<file path="src/rtl/bus_pkg.sv">
`default_nettype none
// ============================================================================
// Module : bus_pkg
// Brief  : Dual-rail codeword type, constants, word predicates, FSM states.
// Rev    : 1.0
// ============================================================================
package bus_pkg;

    typedef struct packed {
        logic t;
        logic f;
    } Dual;

    localparam Dual DUAL_NULL = '{t: 1'b0, f: 1'b0};
    localparam Dual DUAL_ONE  = '{t: 1'b1, f: 1'b0};
    localparam Dual DUAL_ZERO = '{t: 1'b0, f: 1'b1};

    // Predicates take a word zero-padded (NULL) up to DUAL_MAX bits.
    localparam int DUAL_MAX = 64;

    typedef enum logic [1:0] {
        IDLE    = 2'd0,
        DELIVER = 2'd1,
        RETURN  = 2'd2
    } state_e;

    function automatic logic dual_complete(input Dual [DUAL_MAX-1:0] w, input int n);
        logic ok;
        ok = 1'b1;
        for (int i = 0; i < DUAL_MAX; i++) begin
            if (i < n && w[i] != DUAL_ONE && w[i] != DUAL_ZERO) ok = 1'b0;
        end
        return ok;
    endfunction

    function automatic logic dual_null(input Dual [DUAL_MAX-1:0] w);
        logic ok;
        ok = 1'b1;
        for (int i = 0; i < DUAL_MAX; i++) begin
            if (w[i] != DUAL_NULL) ok = 1'b0;
        end
        return ok;
    endfunction

    function automatic logic dual_illegal(input Dual [DUAL_MAX-1:0] w);
        logic bad;
        bad = 1'b0;
        for (int i = 0; i < DUAL_MAX; i++) begin
            if (w[i].t && w[i].f) bad = 1'b1;
        end
        return bad;
    endfunction

endpackage
`default_nettype wire

</file>
<file path="src/rtl/bus_tag_fifo.sv">
`default_nettype none
// ============================================================================
// Module : bus_tag_fifo
// Brief  : 1-bit wide, DEPTH-deep synchronous FIFO of user tags.
// Rev    : 1.0
// ============================================================================
module bus_tag_fifo #(
    parameter int DEPTH = 4
) (
    input  logic clk,
    input  logic reset,
    input  logic push_i,
    input  logic data_i,
    input  logic pop_i,
    output logic data_o,
    output logic full_o,
    output logic empty_o
);
    localparam int AW = $clog2(DEPTH);

    logic [AW:0]      wr_q, rd_q;
    logic [DEPTH-1:0] mem_q;
    logic             w_do_pop, w_do_push;

    assign empty_o = (wr_q == rd_q);
    assign full_o  = (wr_q[AW] != rd_q[AW]) && (wr_q[AW-1:0] == rd_q[AW-1:0]);
    assign data_o  = mem_q[rd_q[AW-1:0]];

    // A pop frees the slot in the same cycle, so a full FIFO still takes a push then.
    assign w_do_pop  = pop_i && !empty_o;
    assign w_do_push = push_i && (!full_o || w_do_pop);

    always_ff @(posedge clk) begin
        if (reset) begin
            wr_q <= '0;
            rd_q <= '0;
        end else begin
            if (w_do_push) wr_q <= wr_q + 1'b1;
            if (w_do_pop)  rd_q <= rd_q + 1'b1;
        end
    end

    always_ff @(posedge clk) begin
        if (w_do_push) mem_q[wr_q[AW-1:0]] <= data_i;
    end

endmodule
`default_nettype wire

</file>
<file path="src/rtl/bus2_return.sv">
`default_nettype none
// ============================================================================
// Module : bus2_return
// Brief  : Routes dual-rail results back to the requesting user in tag order.
// Rev    : 1.0
// ============================================================================
module bus2_return
    import bus_pkg::*;
#(
    parameter int OUTPUT = 4,
    parameter int DEPTH  = 4
) (
    input  logic              clk,
    input  logic              reset,
    input  logic              grant_valid,
    input  logic              grant_user,
    output logic              grant_ready,
    input  Dual [OUTPUT-1:0]  output_word,
    output logic              output_ack,
    output Dual [OUTPUT-1:0]  user0_output,
    output Dual [OUTPUT-1:0]  user1_output,
    input  logic              user0_ack,
    input  logic              user1_ack,
    output logic              protocol_error
);
    state_e             state_q, state_d;
    Dual [OUTPUT-1:0]   word_q, word_d;
    logic               user_q, user_d;
    logic               ack_q, ack_d;
    logic               err_q, err_d;

    Dual [DUAL_MAX-1:0] w_word_pad;
    logic               w_complete, w_null, w_illegal;
    logic               w_sel_ack, w_pop, w_head, w_full, w_empty;

    bus_tag_fifo #(.DEPTH(DEPTH)) u_tag_fifo (
        .clk     (clk),
        .reset   (reset),
        .push_i  (grant_valid),
        .data_i  (grant_user),
        .pop_i   (w_pop),
        .data_o  (w_head),
        .full_o  (w_full),
        .empty_o (w_empty)
    );

    always_comb begin
        w_word_pad             = '0;
        w_word_pad[OUTPUT-1:0] = output_word;
    end

    assign w_complete = dual_complete(w_word_pad, OUTPUT);
    assign w_null     = dual_null(w_word_pad);
    assign w_illegal  = dual_illegal(w_word_pad);
    assign w_sel_ack  = user_q ? user1_ack : user0_ack;

    always_comb begin
        state_d = state_q;
        word_d  = word_q;
        user_d  = user_q;
        ack_d   = ack_q;
        err_d   = err_q;
        w_pop   = 1'b0;
        case (state_q)
            IDLE: begin
                if (w_illegal) err_d = 1'b1;
                if (w_complete && !w_empty) begin
                    word_d  = output_word;
                    user_d  = w_head;
                    ack_d   = 1'b1;
                    state_d = DELIVER;
                end
            end
            DELIVER: begin
                if (w_sel_ack) state_d = RETURN;
            end
            RETURN: begin
                if (w_illegal) err_d = 1'b1;
                if (w_null) ack_d = 1'b0;
                if (w_null && !w_sel_ack) begin
                    state_d = IDLE;
                    w_pop   = 1'b1;
                end
            end
            default: state_d = IDLE;
        endcase
    end

    always_ff @(posedge clk) begin
        if (reset) begin
            state_q <= IDLE;
            word_q  <= '0;
            user_q  <= 1'b0;
            ack_q   <= 1'b0;
            err_q   <= 1'b0;
        end else begin
            state_q <= state_d;
            word_q  <= word_d;
            user_q  <= user_d;
            ack_q   <= ack_d;
            err_q   <= err_d;
        end
    end

    assign user0_output   = (state_q == DELIVER && !user_q) ? word_q : '0;
    assign user1_output   = (state_q == DELIVER &&  user_q) ? word_q : '0;
    assign output_ack     = ack_q;
    assign protocol_error = err_q;
    assign grant_ready    = !w_full;

endmodule
`default_nettype wire

</file>
<file path="config.mk">
export PLATFORM = sky130hd
export DESIGN_NAME = bus2_return
export DESIGN_NICKNAME = d
export VERILOG_FILES = /design/src/rtl/bus_pkg.sv /design/src/rtl/bus_tag_fifo.sv /design/src/rtl/bus2_return.sv
export SDC_FILE = /design/constraint.sdc
export NUM_CORES = 1
export LEC_CHECK = 0
export CORE_MARGIN = 1.5
export CORE_UTILIZATION = 32
export CTS_BUF_LIST = sky130_fd_sc_hd__clkbuf_4 sky130_fd_sc_hd__clkbuf_8
export CTS_CLUSTER_SIZE = 12
export DETAILED_ROUTE_END_ITERATION = 12
export GPL_TIMING_DRIVEN = 0
export PLACE_DENSITY_LB_ADDON = 0.1
export SYNTH_ARGS = -nofsm -noshare
export SYNTH_HDL_FRONTEND = slang
export SYNTH_HIERARCHICAL = 1
export SYNTH_SLANG_ARGS = --single-unit
</file>
<file path="constraint.sdc">
create_clock -name clk -period 1.6 [get_ports clk]
set_input_delay 0.32 -clock clk [delete_from_list [all_inputs] [get_ports clk]]
set_output_delay 0.32 -clock clk [all_outputs]
set_load 0.02 [all_outputs]
</file>
Word level (Yosys, flattened, before mapping)
Cells that the tools add are included.

Word-level logic and storage cells: 98. Input bits: 14. Register bits: 23. Output and inout bits: 19.

Reductions and logical operators: 32. Add/subtract/negate cells: 2. Mux-type cells: 29. Eq/ne operators: 17. Order comparisons: 3.

Operators with widths (number): $mux 1 (19); $logic_and 1x1->1 (16); $mux 8 (2); $ne 2x2->1 const B (8); $reduce_bool 2->1 (5); $ne 2x1->1 const B (4); $add 3x1->3 const B (2); $lt 2x3->1 const B (2); $mux 2 (3); $pmux 2 s3 (1); $reduce_and 3->1 (2); $bwmux 4 (1); $logic_not 1->1 (4); $reduce_and 2->1 (2); $eq 3x3->1 (1); $bmux 1 s2 (1); $demux 1 s2 (1); $eq 2x1->1 const B (1); $eq 2x2->1 (1); $eq 2x2->1 const B (1); $ge 2x1->1 const B (1); $logic_not 2->1 (1); $pmux 1 s2 (1); $reduce_or 2->1 (1); 2 further kinds (2).

Longest topological paths before layout
Depth in word-level cells: 11. Mapped depth: 7. Gate-level depth less buffers: 7.

Hierarchy
Netlist, hierarchy kept.

By module, submodules not included: bus2_return (seq. area each 260.2 um2, area each 859.6 um2, cells an instance 103, instances 1); bus_tag_fifo (seq. area each 240.2 um2, area each 638.1 um2, cells an instance 57, instances 1).

Worst setup path after synthesis
Ideal clock, no wire load.

Path kind: flip-flop to flip-flop. Start point: register user_q. End point: register u_tag_fifo.rd_q[0]. Path slack: -0.176 ns. Cell stages (with the launch flop): 6. Path buffers: 0. Data required time: 1.479 ns. Arrival time: 1.656 ns. Cell sequence: dfxtp_1 -> mux2_4 -> nor3_1 -> inv_1 -> a31oi_1 -> mux2_2.

Cells in the longest elaborated chain, start to end: 6.

RTL lines: start: declaration (RTL line bus2_return.sv:28) `logic user_q, user_d;`; start signal: assignment (RTL line bus2_return.sv:99) `user_q <= user_d;`; $mux 1 (RTL line bus2_return.sv:55) `assign w_sel_ack = user_q ? user1_ack : user0_ack;`; $logic_not 1->1 (RTL line bus2_return.sv:80) `if (w_null && !w_sel_ack) begin`; $logic_and 1x1->1 (RTL line bus2_return.sv:80); $mux 1 (RTL line bus2_return.sv:80); $mux 1 (RTL line bus2_return.sv:64) `case (state_q)`; named net w_pop (RTL line bus2_return.sv:34) `logic w_sel_ack, w_pop, w_head, w_full, w_empty;`; $logic_and 1x1->1 (RTL line bus_tag_fifo.sv:30) `assign w_do_pop = pop_i && !empty_o;`; end signal: assignment (RTL line bus_tag_fifo.sv:39) `if (w_do_pop) rd_q <= rd_q + 1'b1;`; end: declaration (RTL line bus_tag_fifo.sv:21) `logic [AW:0] wr_q, rd_q;`.

The timed path passes the listed nets, and every way through them passes these cells. A chain may end at the register's enable or synchronous reset.

==> impl_metrics.ini <==
[outcome]
outcome = complete, but fails checks
violations = negative setup slack

[cells_and_area]
instances_no_fill = 266
fin_area_um2 = 2280
area_delta_synth_final_pct = 52.1
antenna_cells = 0
regArea_um2 = 532
multi_input_area_um2 = 1120
drive_above_1_share = 0.491
nets = 242
fillers = 399

[power]
p_switching_w = 0.000365
pwr-share-clk = 0.291
p_seq_frac = 0.479
power.density_nw_per_um2 = 573
combPwrFrac = 0.230
p_int_w = 0.000940
power.leakage_nw = 0.903
swShare = 0.280
ir_worst_vdd_v = 0.000316

[setup_path]
cp-end-kind = output pin
cpLargestDelayFamily = flip-flops
critPathRequiredTime_ns = 1.28
crit_path_start_kind = flip-flop
slowest_stage = dfxtp_4
crit_top_cell = buf_6
crit_chain = inv_4, nor3_4, buf_6, buf_6, and2_4, buf_6
critical_path.max_fanout = 3
worstSetupPathType = reg -> out
max_stage_delay_ns = 0.38
arrival_ns = 1.40
crit_buf_inv = 4

[global_routing]
grt_pass1_vias = 1363
grt-ovfl-total = 0
antenna_found_initial = 0
grtUsageTotal = 0.157
grt_max_degree = 13
grt_pass1_wl_um = 6240

[drt]
dr_wl_met2_um = 2050
vias = 1362
drt_iter0_drc = 50
dr.max_layer_used = met4
final_antenna_net_count = 0
viasPerCell = 5.12
drc = 0
firstDrtPassIters = 4
wl_met1_um = 1510
wl_per_cell_um = 14.3
dr_wl_met3_um = 137
wl_um = 3810

[sta]
slew_viol_final = 0
final.setup.worst_slack_ns = -0.119
setup_viol = 14
maxSlewHeadroom = 0.710
max_freq_mhz = 582
fin_crit_sh = 1.07
fin_skew_ns = 0.00348
hold_violations = 0
worst_pin_slew_ns = 0.435
tns_ns = -1.11
hold_slack_ns = 0.368
rsz0062_at_grt = yes
min_period_ns = 1.72

[clocking]
clkSinkCount = 23
numCtsBuffers = 3
htree_levels = 1
hold_buffers = 0
path_clk_slew_ns = 0.08
cts_tree = yes
clockRootBuffer = clkbuf_8
clock_path_buffers = 2
clock_latency_ns = 0.26

[floorplanning]
start_util = 0.339
num_io_pins = 33
core_area_um2 = 4410
rows = 24
dieArea_um2 = 5100
die_h_um = 71.4
die_w_um = 71.4

[synth]
synth_edf_count = 4
synth_nets = 187
syn_avg_cell_area_um2 = 9.36
seq_area_frac_synth = 0.334
ys_ff_latch = 23
yosysWarnings = 6
yosysUniqueCellTypes = 36
syn_area_um2 = 1500
async_flop_share = 0
synthFlopType = dfxtp_1
syn_inst = 160

[placed_design]
gp_congestion = 0.729
placed_cells = 244
numPortBuffers = 32
dpl_cell_area_um2 = 1960
dp_slack_ns = -0.766
hpwl_um = 2640

[job]
maxCapViolCount = 0

[min_path]
hp-class = in -> reg
[flip-flops by register name (all words and copies together), names as in the netlist]
name and cells:
u_tag_fifo/wr_q 3, output_ack 1, state_q 2, user_q 1, u_tag_fifo/mem_q 4, u_tag_fifo/rd_q 3, word_q 8, protocol_error 1
[metrics by stage]
stage | power (W) | util
global placement | 0.000884 | 0.444
floorplan | 0.000799 | -
CTS | 0.00129 | 0.474
finish | 0.00131 | 0.516
global route | 0.00140 | 0.516
detailed placement | 0.000892 | 0.444
[tightest hold or removal path, stage by stage]
cell     delay, ns
buf_2         0.12
nand4_1       0.09
a21oi_1       0.06
[cell type report]
cell class,instances,share of cell area
timing repair buffer,50,0.177
tap,52,0.0286
buffer,7,0.0181
inverter,16,0.0308
multi-input combinational,114,0.491
clock buffer,4,0.0214
sequential,23,0.233
[power groups by stage]
stage          Combinational [W]  Sequential [W]  Clock (W)
2_1_floorplan           0.000157        0.000642          0
3_3_place_gp            0.000242        0.000642          0
3_5_place_dp            0.000249        0.000643          0
4_1_cts                 0.000270        0.000633   0.000392
5_1_grt                 0.000336        0.000629   0.000430
6_report                0.000300        0.000626   0.000380
[timing repair]
| item | 4_1_cts | 5_1_grt |
|---|---|---|
| buffers inserted | 12 | 6 |
| gates resized for setup | 132 | 44 |
| cloned | 0 | 0 |
| endpoints found under the setup margin | 38 | 34 |
| pin swaps | 9 | 8 |
[routing by layer]
metal,track usage,vias up
li1,-,678
met1,0.176,650
met2,0.279,25
met3,0.0338,9
met4,0.0776,0
met5,0,-
[path summary, 6_finish.rpt]
kind                                   endpoint  slack (ns)                        start  cells past startpoint
setup / recovery                user0_output[4]       -0.12      state_q[0]$_SDFFE_PP0P_                      6
hold / removal           word_q[4]$_SDFFE_PP0P_        0.37               output_word[4]                      3
setup reg to reg  u_tag_fifo/mem_q[2]$_DFFE_PP_       -0.09          user_q$_SDFFE_PP0P_                      5
hold reg to reg     protocol_error$_SDFFE_PP0P_        0.48  protocol_error$_SDFFE_PP0P_                      2
[logic make-up after synthesis]
logic type	share of synthesized area
AO/OA/AOI/OAI	0.133
XOR/XNOR	0.0384
adder cells (fa/ha/maj)	0.109
buffers and inverters	0.0660
flip-flops	0.334
multiplexers	0.0660
AND/OR/NAND/NOR	0.254
[cells in the final DEF (no fill, tap or decap), types with 2 or more instances in the layout]
cell,count
buf_2,19
buf_6,15
buf_4,13
and2_1,12
nand4_1,11
a21oi_1,11
dfxtp_1,10
ha_1,9
and2_4,8
nor2_1,8
dfxtp_4,8
inv_2,6
inv_1,6
o31ai_2,6
clkdlybuf4s50_1,5
inv_4,4
mux2_4,4
nand2b_1,4
edfxtp_1,4
o31ai_1,3
ha_4,3
clkbuf_8,3
xnor2_4,3
nor2b_1,3
nor3_4,2
clkbuf_1,2
a31oi_1,2
nor3_1,2
nand2_1,2
nand4bb_1,2
clkbuf_4,2
dlygate4sd2_1,2
a41oi_4,2
mux2i_1,2
[synth_stat cells, drive strengths merged, types with 2 or more instances]
cell / count / area share
clkbuf: 2 / 0.0050
o31ai: 9 / 0.045
edfxtp: 4 / 0.080
nand2: 3 / 0.0075
ha: 13 / 0.11
buf: 5 / 0.021
mux2: 4 / 0.035
inv: 16 / 0.040
nor2: 8 / 0.020
xnor2: 3 / 0.028
nand4bb: 2 / 0.015
nand4: 11 / 0.046
nor3: 4 / 0.017
a31oi: 3 / 0.013
dfxtp: 19 / 0.25
nor2b: 3 / 0.013
a41oi: 2 / 0.022
nand2b: 5 / 0.021
mux2i: 2 / 0.013
and2: 20 / 0.084
a21oi: 11 / 0.037
Power figures use the tool's default switching activity.
